## config.mk

```make
export PLATFORM = sky130hd
export DESIGN_NAME = sp_memory
export DESIGN_NICKNAME = d
export VERILOG_FILES = /design/src/rtl/sp_memory_pkg.sv /design/src/rtl/sp_memory_array.sv /design/src/rtl/sp_memory.sv
export SDC_FILE = /design/constraint.sdc
export NUM_CORES = 1
export LEC_CHECK = 0
export BUFFER_PORTS_ARGS = -buffer_cell sky130_fd_sc_hd__clkbuf_2
export CORE_MARGIN = 3
export CORE_UTILIZATION = 35
export DETAILED_ROUTE_END_ITERATION = 10
export PLACE_DENSITY = 0.6
export SYNTH_ARGS = -nofsm -noshare
export SYNTH_HDL_FRONTEND = slang
export SYNTH_SLANG_ARGS = --single-unit
```

## constraint.sdc

```tcl
create_clock -name clk_i -period 17.1 [get_ports clk_i]
set_clock_uncertainty 0.2 [all_clocks]
set_input_delay 0.855 -clock clk_i [delete_from_list [all_inputs] [get_ports clk_i]]
set_output_delay 0.855 -clock clk_i [all_outputs]
set_load 0.005 [all_outputs]
```

## src/rtl/sp_memory_pkg.sv

```systemverilog
// rtl/sp_memory_pkg.sv - shared defaults, op encodings and FSM states for sp_memory
package sp_memory_pkg;

  localparam int SP_DATA_WIDTH = 16;
  localparam int SP_ADDR_WIDTH = 4;
  localparam int SP_DEPTH      = 16;

  localparam logic OP_WRITE = 1'b1;
  localparam logic OP_READ  = 1'b0;

  typedef enum logic {
    RESET = 1'b0,
    IDLE  = 1'b1
  } state_t;

endpackage

```

## src/rtl/sp_memory_array.sv

```systemverilog
// rtl/sp_memory_array.sv - word storage with asynchronous clear and a registered read port
module sp_memory_array #(
  parameter int WIDTH      = 16,
  parameter int ADDR_WIDTH = 4,
  parameter int DEPTH      = 16
) (
  input  logic                  clk,
  input  logic                  rst,
  input  logic                  we,
  input  logic                  re,
  input  logic [ADDR_WIDTH-1:0] addr,
  input  logic [WIDTH-1:0]      wdata,
  output logic [WIDTH-1:0]      rdata
);

  logic [WIDTH-1:0]      mem [DEPTH];
  logic [ADDR_WIDTH-1:0] idx;

  // Addresses beyond DEPTH wrap; a no-op when DEPTH fills the address space.
  always_comb idx = ADDR_WIDTH'(32'(addr) % DEPTH);

  always_ff @(posedge clk or posedge rst) begin
    if (rst) begin
      for (int i = 0; i < DEPTH; i++) mem[i] <= '0;
      rdata <= '0;
    end else begin
      if (we) mem[idx] <= wdata;
      if (re) rdata <= mem[idx];
    end
  end

endmodule

```

## src/rtl/sp_memory.sv

```systemverilog
// rtl/sp_memory.sv - single-port memory with valid/ready handshake; SP_MEMORY_PARITY_EN adds parity and perr_o
module sp_memory
  import sp_memory_pkg::*;
#(
  parameter int DATA_WIDTH = SP_DATA_WIDTH,
  parameter int ADDR_WIDTH = SP_ADDR_WIDTH,
  parameter int DEPTH      = SP_DEPTH
) (
  input  logic                  clk_i,
  input  logic                  rst_i,
  input  logic [DATA_WIDTH-1:0] wdata_i,
  input  logic [ADDR_WIDTH-1:0] addr_i,
  input  logic                  wr_rd_en_i,
  input  logic                  valid_i,
`ifdef SP_MEMORY_PARITY_EN
  output logic                  perr_o,
`endif
  output logic [DATA_WIDTH-1:0] rdata_o,
  output logic                  ready_o
);

`ifdef SP_MEMORY_PARITY_EN
  localparam int STORE_W = DATA_WIDTH + 1;
`else
  localparam int STORE_W = DATA_WIDTH;
`endif

  state_t             state;
  logic               wr_xfer;
  logic               rd_xfer;
  logic [STORE_W-1:0] store_wdata;
  logic [STORE_W-1:0] store_rdata;

  always_ff @(posedge clk_i or posedge rst_i) begin
    if (rst_i) begin
      state   <= RESET;
      ready_o <= 1'b0;
    end else begin
      case (state)
        RESET: begin
          state   <= IDLE;
          ready_o <= 1'b1;
        end
        default: begin
          state   <= IDLE;
          ready_o <= 1'b1;
        end
      endcase
    end
  end

  always_comb begin
    wr_xfer = valid_i && ready_o && (wr_rd_en_i == OP_WRITE);
    rd_xfer = valid_i && ready_o && (wr_rd_en_i == OP_READ);
  end

`ifdef SP_MEMORY_PARITY_EN
  // Even parity: the stored word including its parity bit always XORs to 0.
  always_comb store_wdata = {^wdata_i, wdata_i};
  // Derived only from the registered read word, so it changes only on read transfers.
  always_comb perr_o = ^store_rdata;
`else
  always_comb store_wdata = wdata_i;
`endif

  always_comb rdata_o = store_rdata[DATA_WIDTH-1:0];

  sp_memory_array #(
    .WIDTH     (STORE_W),
    .ADDR_WIDTH(ADDR_WIDTH),
    .DEPTH     (DEPTH)
  ) u_array (
    .clk  (clk_i),
    .rst  (rst_i),
    .we   (wr_xfer),
    .re   (rd_xfer),
    .addr (addr_i),
    .wdata(store_wdata),
    .rdata(store_rdata)
  );

endmodule

```

==> results_dict.tcl <==
set metrics [dict create \
    antenna_found_initial 1 \
    reg2reg_slack_ps 14480 \
    yosysUniqueCellTypes 36 \
    cts_tree "done" \
    avgSynthCellArea_um2 14.6 \
    grt_pass1_vias 7418 \
    ff2ff_path_depth 4 \
    setup_viol_count_final 0 \
    ys_ff_latch 273 \
    dp_hpwl_mm 17.8 \
    synth_mux_area_share_pct 35.4 \
    setup_slack_ps 13780 \
    async_reset_ff_share_pct 100 \
    n_antenna_cell 0 \
    syn_area_um2 12300 \
    fin_nets 893 \
    crit_path_end_kind "register" \
    yosysTopAreaCell "dfrtp_1" \
    first_pass_iters 4 \
    hp-class "reg2reg" \
    finalCritPeriodShare_pct 19.4 \
    gr-total-overflow 0 \
    synthAdderAreaFrac_pct 0 \
    min_period_ps 3320 \
    p_leak_nw 6.52 \
    yosysMostFrequentCell "dfrtp_1" \
    crit_path_start_kind "primary input" \
    status "completed" \
    crit_start "addr_i[0]" \
    cts_inserted_buffers 31 \
    post_drt_wl_per_cell_um 21.5 \
    cts_setup_buffers 0 \
    dp_slack_ps 13180 \
    gp_congestion 0.721 \
    start_util_pct 35.6 \
    pin_count 41 \
    cp.arrival_ps 3530 \
    cts_resized 0 \
    crit_path_end "u_array.rdata[1]" \
    combPwrFrac_pct 11.6 \
    slew_headroom_pct 27.9 \
    crit_required_ps 17310 \
    synth-compound-area-share_pct 3.64 \
    synth_top_area_share_pct 55.5 \
    p_total_mw 1.64 \
    worstSetupPathType "in2reg" \
    tightestPinTransition_ps 1080 \
    core_region_area_um2 34600 \
    fp.dieW_um 194 \
    p_switching_uw 388 \
    clock_sinks 273 \
    seqPwrFrac_pct 47.4 \
    fin_util_pct 40.4 \
    crit_fanout 62 \
    grt_pass1_wl_mm 45.0 \
    path_clk_slew_ps 60 \
    yosys_warnings 0 \
    finalMaxSlewViolations 0 \
    syn-num-nets 866 \
    routed_wl_mm 29.0 \
    tns_ps 0 \
    vias_per_cell 5.21 \
    num_vias 7025 \
    num_rows 68 \
    swShare_pct 23.7 \
    synth_top_family_by_area "multiplexers" \
    synthSimpleGateAreaFrac_pct 2.78 \
    synthTopCellsByArea "dfrtp_1 (55%), mux2_2 (23%), mux2i_1 (6.2%)" \
    drc 0 \
    synth_cells 842 \
    finalHoldViolations 0 \
    clock_latency_ps 540 \
    cts-hold-fix-buffers 0 \
    r2r_end "u_array.mem[90]" \
    area_growth_pct 13.5 \
    synthXorXnorAreaFrac_pct 0 \
    fmax_ghz 0.301 \
    gr-usage-all-layers_pct 15.2 \
    drive_above_1_share_pct 46.6 \
    synthTopCellsByCount "dfrtp_1 (273), mux2_2 (254), mux2i_1 (76)" \
    cts-htree-levels 1 \
    power_density_nw_per_um2 117 \
    seq_area_frac_synth_pct 55.5 \
    synth_edf_count 0 \
    drt.antenna.violating_nets 0 \
    ys.flop_type "dfrtp_1" \
    timing.rr.start "ready_o" \
    clk_path_buf_depth 3 \
    holdWs_ps 302 \
    cts_root_buf "clkbuf_16" \
    drtIter0Drc 387 \
    cap_violations 0 \
    io_buffers 40 \
    die-area_um2 37500 \
    intPower_mw 1.25 \
    rsz0062_at_grt "false" \
    grt_max_degree 150 \
    clkPwrFrac_pct 41.0 \
    die_h_um 194 \
    vdd_ir_drop_max_mv 0.0651 \
]
==> worst min-delay path by stage <==
stage / startpoint / end / slack (ps) / cells past startpoint
after floorplan: u_array.mem[213] / u_array.mem[213] / 270 / 1
after global placement: u_array.mem[190] / u_array.mem[190] / 280 / 1
after detailed placement: u_array.mem[12] / u_array.mem[12] / 290 / 1
after CTS: u_array.mem[12] / u_array.mem[12] / 300 / 1
after global routing: u_array.mem[180] / u_array.mem[180] / 310 / 1
final: u_array.mem[39] / u_array.mem[39] / 300 / 1
==> layout by cell type, fill, tap and decap left out, drive strengths merged, types with 2 or more instances in the layout <==
cell	Yosys	layout
o21ai	6	6
a21oi	8	8
nand2b	5	5
clkbuf	28	85
nand2	7	7
nor2	36	36
or3	2	2
bufinv	0	3
mux2i	76	76
mux2	264	264
nand3b	3	3
a211oi	8	8
dfrtp	273	273
clkinv	0	7
nand3	4	4
a221oi	6	6
o22ai	32	32
mux4	26	26
a21o	2	2
inv	2	3
buf	36	19
a31oi	8	8
or3b	3	3
nor3	2	2
==> through the flow <==
step,area (um2),instances
6_report,14000,1348
5_1_grt,14000,1348
4_1_cts,14000,1348
3_5_place_dp,12900,1291
3_3_place_gp,12900,1291
2_1_floorplan,12300,842
==> kinds of logic (layout without fill, tap and decap cells) <==
logic type	after synthesis	after routing
muxes	366	366
DFF	273	273
AOI/OAI and AO/OA	70	70
and+or+nand+nor	66	66
buffers and inverters	66	117
other	1	1
==> worst max-delay path: stages <==
cell and delay, ps:
buf_6 610, buf_4 800, mux4_2 580, mux2_2 280, a211oi_1 250, a21oi_1 100
==> sequential cells by signal, indices dropped and copies added, names as in the netlist <==
register,flops
ready_o,1
u_array.mem,256
u_array.rdata,16
==> final cells by class <==
cell class,count,area (um2)
Fill cell,3215,20600
Sequential cell,273,6830
Inverter,2,15.0
Clock buffer,46,912
Multi-Input combinational cell,503,5180
Tap cell,455,569
Timing Repair Buffer,58,342
Clock inverter,11,134
==> power groups by stage <==
stage	logic, mW	clock network [mW]	registers (mW)
2_1_floorplan	0.151	0	0.774
3_3_place_gp	0.189	0	0.786
3_5_place_dp	0.194	0	0.788
4_1_cts	0.194	0.690	0.777
5_1_grt	0.210	0.719	0.787
6_report	0.190	0.673	0.777
==> layer usage <==
layer  vias up  part of all wire [%]  global-route usage (%)
met4         2                   2.0                    3.70
met3        38                   3.1                    1.93
met1      3745                    44                    19.9
met2        92                    51                    27.1
li1       3148                     -                       -
met5         -                 0.024                       0
No activity file was read; power rests on OpenSTA's default activity.
